File: src/rtl/game_pkg.sv
// game_pkg: shared state codes, answer-result encodings, damage verdicts
// and HP helpers for the round sequencer and its tick generator.
package game_pkg;

   // FSM state codes, exported on STATE for the displays
   typedef enum logic [3:0] {
      ST_IDLE  = 4'd0,
      ST_SYNC  = 4'd1,
      ST_FETCH = 4'd2,
      ST_PLAY  = 4'd3,
      ST_JUDGE = 4'd4,
      ST_SHOW  = 4'd5,
      ST_OVER  = 4'd6
   } state_t;

   // answer result codes exchanged with the peer board
   localparam logic [1:0] RES_NONE = 2'b00;
   localparam logic [1:0] RES_OK   = 2'b01;
   localparam logic [1:0] RES_NG   = 2'b10;

   localparam int unsigned HP_W   = 4;
   localparam int unsigned TIME_W = 6;

   // who takes damage when the round is judged
   typedef enum logic [1:0] {
      DMG_NONE   = 2'd0,
      DMG_LOCAL  = 2'd1,
      DMG_REMOTE = 2'd2,
      DMG_BOTH   = 2'd3
   } dmg_t;

   // HP decrement saturating at zero
   function automatic logic [HP_W-1:0] hp_dec(input logic [HP_W-1:0] hp);
      return (hp == '0) ? hp : hp - HP_W'(1);
   endfunction

endpackage

File: src/rtl/round_sequencer_sec_tick.sv
// sec_tick: free-running divider producing a 1-cycle tick every TICK_DIV
// clocks; a synchronous clear restarts the second from zero.
module sec_tick
   import game_pkg::*;
#(
   parameter int unsigned TICK_DIV = 50_000_000
) (
   input  logic clk,
   input  logic rst,
   input  logic clr,
   output logic tick
);

   localparam int unsigned CNT_W = (TICK_DIV > 1) ? $clog2(TICK_DIV) : 1;
   localparam logic [CNT_W-1:0] CNT_MAX = CNT_W'(TICK_DIV - 1);

   logic [CNT_W-1:0] cnt;

   // divider counter, wraps at TICK_DIV-1 or restarts on clear
   always_ff @(posedge clk or posedge rst) begin
      if (rst) begin
         cnt <= '0;
      end else if (clr || cnt == CNT_MAX) begin
         cnt <= '0;
      end else begin
         cnt <= cnt + 1'b1;
      end
   end

   assign tick = (cnt == CNT_MAX) && !clr;

endmodule

File: src/rtl/round_sequencer.sv
// round_sequencer: round-level sequencer for the two-board factorisation
// duel. Handshakes with the peer, requests questions, times the answer
// window, judges each round and keeps both HP counters in step.
// Optional feature macro: ROUND_TIMER_EN (answer-window timeout).
module round_sequencer
   import game_pkg::*;
#(
   parameter int unsigned TICK_DIV  = 50_000_000,
   parameter int unsigned ROUND_SEC = 30,
   parameter int unsigned SHOW_SEC  = 2,
   parameter int unsigned HP_INIT   = 4
) (
   input  logic       CLK,
   input  logic       RST,
   input  logic       READY_LOCAL,
   input  logic       READY_REMOTE,
   input  logic [1:0] RESULT_REMOTE,
   input  logic       Q_VALID,
   input  logic       ANS_DONE,
   input  logic       ANS_CORRECT,
   output logic       Q_REQ,
   output logic       READY_OUT,
   output logic [1:0] RESULT_OUT,
   output logic [3:0] STATE,
   output logic [5:0] TIME_LEFT,
   output logic [3:0] HP_LOCAL,
   output logic [3:0] HP_REMOTE,
   output logic       GAME_OVER,
   output logic       WIN
);

   if (ROUND_SEC > 63 || HP_INIT > 15 || SHOW_SEC > 63) begin : g_param_check
      $error("round_sequencer: parameter out of range");
   end

   localparam logic [HP_W-1:0]   HP_LOAD  = HP_W'(HP_INIT);
   localparam logic [TIME_W-1:0] SHOW_LEN = TIME_W'(SHOW_SEC);

   state_t            state;
   state_t            state_nxt;
   logic              ready_meta;
   logic              ready_sync;
   logic [1:0]        res_meta;
   logic [1:0]        res_sync;
   logic [1:0]        res_prev;
   logic [1:0]        remote_code;
   logic [1:0]        local_res;
   logic [1:0]        local_eff;
   logic              ans_now;
   logic              judge_go;
   dmg_t              verdict;
   dmg_t              dmg;
   logic              tick;
   logic              tick_clr;
   logic              timeout;
   logic              q_req;
   logic [TIME_W-1:0] time_left;
   logic [TIME_W-1:0] show_cnt;
   logic [HP_W-1:0]   hp_loc;
   logic [HP_W-1:0]   hp_rem;

   sec_tick #(
      .TICK_DIV (TICK_DIV)
   ) u_sec_tick (
      .clk  (CLK),
      .rst  (RST),
      .clr  (tick_clr),
      .tick (tick)
   );

   // two-flop synchronisers for the peer GPIO lines, plus one history stage
   always_ff @(posedge CLK or posedge RST) begin
      if (RST) begin
         ready_meta <= 1'b0;
         ready_sync <= 1'b0;
         res_meta   <= RES_NONE;
         res_sync   <= RES_NONE;
         res_prev   <= RES_NONE;
      end else begin
         ready_meta <= READY_REMOTE;
         ready_sync <= ready_meta;
         res_meta   <= RESULT_REMOTE;
         res_sync   <= res_meta;
         res_prev   <= res_sync;
      end
   end

   // a remote code counts only once two consecutive synchronised samples agree
   assign remote_code = (res_sync == res_prev) ? res_sync : RES_NONE;

`ifdef ROUND_TIMER_EN
   localparam logic [TIME_W-1:0] ROUND_LEN = TIME_W'(ROUND_SEC);

   // answer-window countdown, loaded when the question arrives
   always_ff @(posedge CLK or posedge RST) begin
      if (RST) begin
         time_left <= '0;
      end else if (state == ST_FETCH && Q_VALID) begin
         time_left <= ROUND_LEN;
      end else if (state == ST_PLAY && tick && time_left != '0) begin
         time_left <= time_left - 1'b1;
      end
   end

   assign timeout = (state == ST_PLAY) && (time_left == '0);
`else
   // no answer window: the countdown stays parked at zero
   always_ff @(posedge CLK or posedge RST) begin
      if (RST) begin
         time_left <= '0;
      end else begin
         time_left <= '0;
      end
   end

   assign timeout = 1'b0;
`endif

   // state register
   always_ff @(posedge CLK or posedge RST) begin
      if (RST) begin
         state <= ST_IDLE;
      end else begin
         state <= state_nxt;
      end
   end

   // next-state logic, round verdict and tick-counter restart
   always_comb begin
      state_nxt = state;
      tick_clr  = 1'b0;
      judge_go  = 1'b0;
      verdict   = DMG_NONE;
      ans_now   = ANS_DONE && (local_res == RES_NONE);
      local_eff = local_res;
      if (ans_now) begin
         local_eff = ANS_CORRECT ? RES_OK : RES_NG;
      end
      unique case (state)
         ST_IDLE: begin
            if (READY_LOCAL) state_nxt = ST_SYNC;
         end
         ST_SYNC: begin
            if (ready_sync) state_nxt = ST_FETCH;
         end
         ST_FETCH: begin
            if (Q_VALID) begin
               state_nxt = ST_PLAY;
               tick_clr  = 1'b1;
            end
         end
         ST_PLAY: begin
            // a local answer in this cycle is judged together with the remote code
            judge_go = 1'b1;
            if (local_eff == RES_OK && remote_code == RES_OK) begin
               verdict = DMG_NONE;
            end else if (local_eff == RES_OK) begin
               verdict = DMG_REMOTE;
            end else if (remote_code == RES_OK) begin
               verdict = DMG_LOCAL;
            end else if (local_eff == RES_NG && remote_code == RES_NG) begin
               verdict = DMG_BOTH;
            end else if (timeout) begin
               verdict = DMG_BOTH;
            end else begin
               judge_go = 1'b0;
            end
            if (judge_go) state_nxt = ST_JUDGE;
         end
         ST_JUDGE: begin
            state_nxt = ST_SHOW;
            tick_clr  = 1'b1;
         end
         ST_SHOW: begin
            if (show_cnt == SHOW_LEN) begin
               state_nxt = (hp_loc == '0 || hp_rem == '0) ? ST_OVER : ST_SYNC;
            end
         end
         ST_OVER: begin
            if (READY_LOCAL) state_nxt = ST_IDLE;
         end
         default: state_nxt = ST_IDLE;
      endcase
   end

   // local answer latch; first submission of the round wins
   always_ff @(posedge CLK or posedge RST) begin
      if (RST) begin
         local_res <= RES_NONE;
      end else if (state == ST_IDLE || state == ST_SYNC) begin
         local_res <= RES_NONE;
      end else if (state == ST_PLAY && ans_now) begin
         local_res <= local_eff;
      end
   end

   // verdict captured on leaving PLAY, applied in JUDGE
   always_ff @(posedge CLK or posedge RST) begin
      if (RST) begin
         dmg <= DMG_NONE;
      end else if (state == ST_PLAY && judge_go) begin
         dmg <= verdict;
      end
   end

   // HP counters: saturating damage in JUDGE, reload when leaving OVER
   always_ff @(posedge CLK or posedge RST) begin
      if (RST) begin
         hp_loc <= HP_LOAD;
         hp_rem <= HP_LOAD;
      end else if (state == ST_OVER && READY_LOCAL) begin
         hp_loc <= HP_LOAD;
         hp_rem <= HP_LOAD;
      end else if (state == ST_JUDGE) begin
         if (dmg == DMG_LOCAL || dmg == DMG_BOTH)  hp_loc <= hp_dec(hp_loc);
         if (dmg == DMG_REMOTE || dmg == DMG_BOTH) hp_rem <= hp_dec(hp_rem);
      end
   end

   // result display duration in ticks
   always_ff @(posedge CLK or posedge RST) begin
      if (RST) begin
         show_cnt <= '0;
      end else if (state == ST_JUDGE) begin
         show_cnt <= '0;
      end else if (state == ST_SHOW && tick && show_cnt != SHOW_LEN) begin
         show_cnt <= show_cnt + 1'b1;
      end
   end

   // question request pulse on the SYNC -> FETCH edge
   always_ff @(posedge CLK or posedge RST) begin
      if (RST) begin
         q_req <= 1'b0;
      end else begin
         q_req <= (state == ST_SYNC) && ready_sync;
      end
   end

   assign Q_REQ      = q_req;
   assign READY_OUT  = (state == ST_SYNC);
   assign RESULT_OUT = local_res;
   assign STATE      = state;
   assign TIME_LEFT  = time_left;
   assign HP_LOCAL   = hp_loc;
   assign HP_REMOTE  = hp_rem;
   assign GAME_OVER  = (state == ST_OVER);
   assign WIN        = (state == ST_OVER) && (hp_rem == '0) && (hp_loc != '0);

endmodule

File: config.mk
export PLATFORM = sky130hd
export DESIGN_NAME = round_sequencer
export DESIGN_NICKNAME = d
export VERILOG_FILES = /design/src/rtl/game_pkg.sv /design/src/rtl/round_sequencer_sec_tick.sv /design/src/rtl/round_sequencer.sv
export SDC_FILE = /design/constraint.sdc
export NUM_CORES = 1
export LEC_CHECK = 0
export CORE_ASPECT_RATIO = 1.5
export CORE_MARGIN = 2
export CORE_UTILIZATION = 50
export DETAILED_ROUTE_END_ITERATION = 10
export PLACE_DENSITY = 0.75
export SLEW_MARGIN = 0
export SYNTH_ARGS = -nofsm -noshare
export SYNTH_HDL_FRONTEND = slang
export SYNTH_SLANG_ARGS = --single-unit
File: constraint.sdc
create_clock -name CLK -period 1.9 [get_ports CLK]
set_clock_uncertainty 0.15 [all_clocks]
set_input_delay 0.38 -clock CLK [delete_from_list [all_inputs] [get_ports CLK]]
set_output_delay 0.38 -clock CLK [all_outputs]
set_load 0.05 [all_outputs]
==> metrics.md <==
| Metric | Value |
|---|---|
| Seq/Total Area, Yosys | `between 40% and 50%` |
| Area Overhead vs Synth | `45.37%` |
| Clk root buf | `clkbuf_8` |
| Async S/R FF share, synth | `100.0%` |
| Hold-fix buffers, CTS | `0` |
| First-pass GRT wire length | `10.77 mm` |
| Worst setup margin | `-0.4126 ns` |
| Final nets | `385` |
| Flops & latches, synth | `56` |
| Crit Path Category | `flop to output port` |
| Max Cap Viol | `0` |
| Synth unique cells | `49` |
| Top cells by count, synth | `dfrtp_1 (54), nor2_1 (43), nand3_1 (19)` |
| Reg2reg setup slack | `-0.17 ns` |
| Placed cell area | `~3600 um2` |
| Worst reg2reg path depth | `10` |
| CP max FO | `2` |
| Clock transition at path regs | `0.11 ns` |
| Fmax | `approximately 430 MHz` |
| CTS Buffer Depth | `2` |
| Core area | `5700 um2` |
| Initial antenna violation count | `0` |
| Predominant post-synthesis flop cell | `dfrtp_1` |
| Synthesized area per cell | `approximately 10 um2` |
| Residual DRC | `0` |
| Top post-synthesis cells by area | `dfrtp_1 (46%), nor2_1 (5.6%), xor2_1 (4.8%)` |
| Post-placement worst setup slack | `-0.1249 ns` |
| Setup violations, final | `32` |
| RR Startpoint | `HP_REMOTE[0]` |
| Failing checks | `negative setup slack` |
| Hold EP | `res_sync[0]` |
| Die ar. | `6451 um2` |
| RSZ-0062 raised after global routing | `yes` |
| Final hold vios | `0` |
| Gate Count Post-Synth | `290` |
| TritonCTS buffer count | `5` |
| Total Routing Usage GR | `21.18%` |
| Clock Latency Late Sink | `0.31 ns` |
| Worst Hold Class | `flop to flop` |
| Initial Util | `between 50% and 60%` |
| Worst EP arrival | `1.78 ns` |
| CTS H-tree depth | `2` |
| CP Launch Type | `flop` |
| Top-area cell type share of the netlist area | `around 46%` |
| CTS tree | `done` |
| Total Power | `0.005117 W` |
| IO Pins | `33` |
| Largest net degree at the start of global routing | `57` |
| Most common cell in the synthesized netlist | `dfrtp_1` |
| Width of the die | `around 66 um` |
| Port bufs | `25` |
| P_leak | `1.766 nW` |
| Post-synth top area cell | `dfrtp_1` |
| Final GP Congestion | `0.7736` |
| PwrDens | `1211 nW/um2` |
| FP Rows | `34` |
| Drt wl/cell | `roughly 16 um` |
| Fin area | `between 4000 and 5000 um2` |
| Synth Cell Area | `2907 um2` |
| Total gr overflow | `0` |
| Vias per cell | `about 5.5` |
| Routed Wire Length | `between 7 and 8 mm` |
| WP data required | `around 1.4 ns` |
| Vias in the first global route | `2408` |
| Hpwl dp | `between 4 and 5 mm` |
| # clock sinks | `56` |
| Die height | `97.38 um` |
| DRT iter0 DRCs | `123` |
| Layout cell share with drive strength beyond 1 | `43.40%` |
| Max VDD drop | `around 0.0006 V` |
| Post-synth EDFFs | `0` |
| DR vias | `2427` |
| Yosys warning count | `0` |
| Post-route ant nets | `0` |
| Status | `finished, violations left` |
| Final min period | `around 2.3 ns` |
| Antenna diode count | `0` |
| Drt first pass iters | `4` |
| Setup crit end kind | `output port` |
| HP Start | `res_meta[0]` |
| Hold_ws | `0.2221 ns` |
| Hold Crit Depth | `0` |
| Ratio of final minimum period to clock period | `121.7%` |
| Final Max Tran Viols | `0` |
| Critical R2R Capture | `STATE[0]` |
-- placed cells by master, fill, tap and decap left out, types with 8 or more instances in the layout --
master,count
dfrtp_1,47
inv_1,8
buf_4,54
xnor2_1,12
nor2_1,15
xor2_1,11
a21oi_1,8
buf_12,11
nand4_1,13
nand3_1,12
nand2_1,13
nor2_4,21
clkdlybuf4s50_1,8
-- how the worst max path moves through the flow --
| stage | depth (start not counted) | start | slack (ns) | to |
|---|---|---|---|---|
| after floorplan | 4 | HP_REMOTE[1] | -0.39 | WIN |
| after detailed placement | 6 | READY_LOCAL | -0.12 | STATE[0] |
| after CTS | 5 | HP_REMOTE[0] | -0.44 | WIN |
| after global placement | 6 | ANS_DONE | -0.05 | STATE[1] |
| after global routing | 5 | HP_REMOTE[0] | -0.50 | WIN |
| final | 5 | HP_REMOTE[0] | -0.41 | WIN |
-- stage by stage --
step	std cells	TNS [ns]	utilization [%]
after global routing	443	-5.486	74.12
after floorplan	296	-1.287	-
after detailed placement	420	-0.7233	63.24
final	443	-2.663	74.12
after CTS	437	-1.390	67.71
after global placement	420	-0.1404	63.24
-- report_power, final --
| group | internal (W) | switching [W] | total, W |
|---|---|---|---|
| Sequential | 0.00143 | 0.000244 | 0.00167 |
| Clock | 0.000296 | 0.000400 | 0.000696 |
| Combinational | 0.00122 | 0.00153 | 0.00275 |
| Total | 0.00294 | 0.00217 | 0.00512 |
-- worst max-delay path: stages, from the launching register on --
cell and delay, ns:
dfrtp_2 0.42, inv_2 0.07, ha_4 0.12, or3b_4 0.40, nor4b_4 0.28, buf_12 0.18
-- per-layer routing --
layer  up-vias  wire (um)  track usage, %  part of all wire [%]
met5         -          0               0                     0
met4         0        142           6.593                   2.0
met3        12        169           2.781                   2.3
met2        40       4248           39.15                    59
met1      1221       2689           24.42                    37
li1       1154          -               -                     -
-- sequential cells by signal, indices dropped and copies added (netlist names) --
| signal | cells |
|---|---|
| HP_REMOTE | 4 |
| dmg | 2 |
| show_cnt | 6 |
| res_meta | 2 |
| u_sec_tick.cnt | 26 |
| STATE | 3 |
| ready_sync | 1 |
| RESULT_OUT | 2 |
| res_prev | 2 |
| ready_meta | 1 |
| res_sync | 2 |
| HP_LOCAL | 4 |
| Q_REQ | 1 |
-- what timing repair did --
| item | in CTS | in global routing |
|---|---|---|
| pin swaps | 9 | 29 |
| endpoints found under the setup margin | 29 | 37 |
| hold endpoints to repair | 0 | 0 |
| gates resized for setup | 16 | 74 |
| buffers inserted | 8 | 6 |
| gates cloned | 1 | 2 |
-- final cells by class --
class	instances	area [um2]
Clock buffer	6	82.58
Clock inverter	2	15.01
Fill cell	417	1475
Inverter	12	45.04
Multi-Input combinational cell	214	1757
Sequential cell	56	1413
Tap cell	72	90.09
Timing Repair Buffer	81	823.3
-- cells by family (layout without fill, tap and decap cells) --
family | count (synthesis) | in the layout | synth area share, %
AND/OR/NAND/NOR | 141 | 141 | 27.12
flip-flops | 56 | 56 | 48.30
XOR/XNOR | 28 | 28 | 8.437
AO/OA/AOI/OAI | 27 | 27 | 6.199
buffers and inverters | 26 | 101 | 5.510
adder cells (fa/ha/maj) | 6 | 6 | 2.583
multiplexers | 5 | 5 | 1.722
other | 1 | 7 | 0.1290
Note: power is estimated with default switching activity, not from simulation.
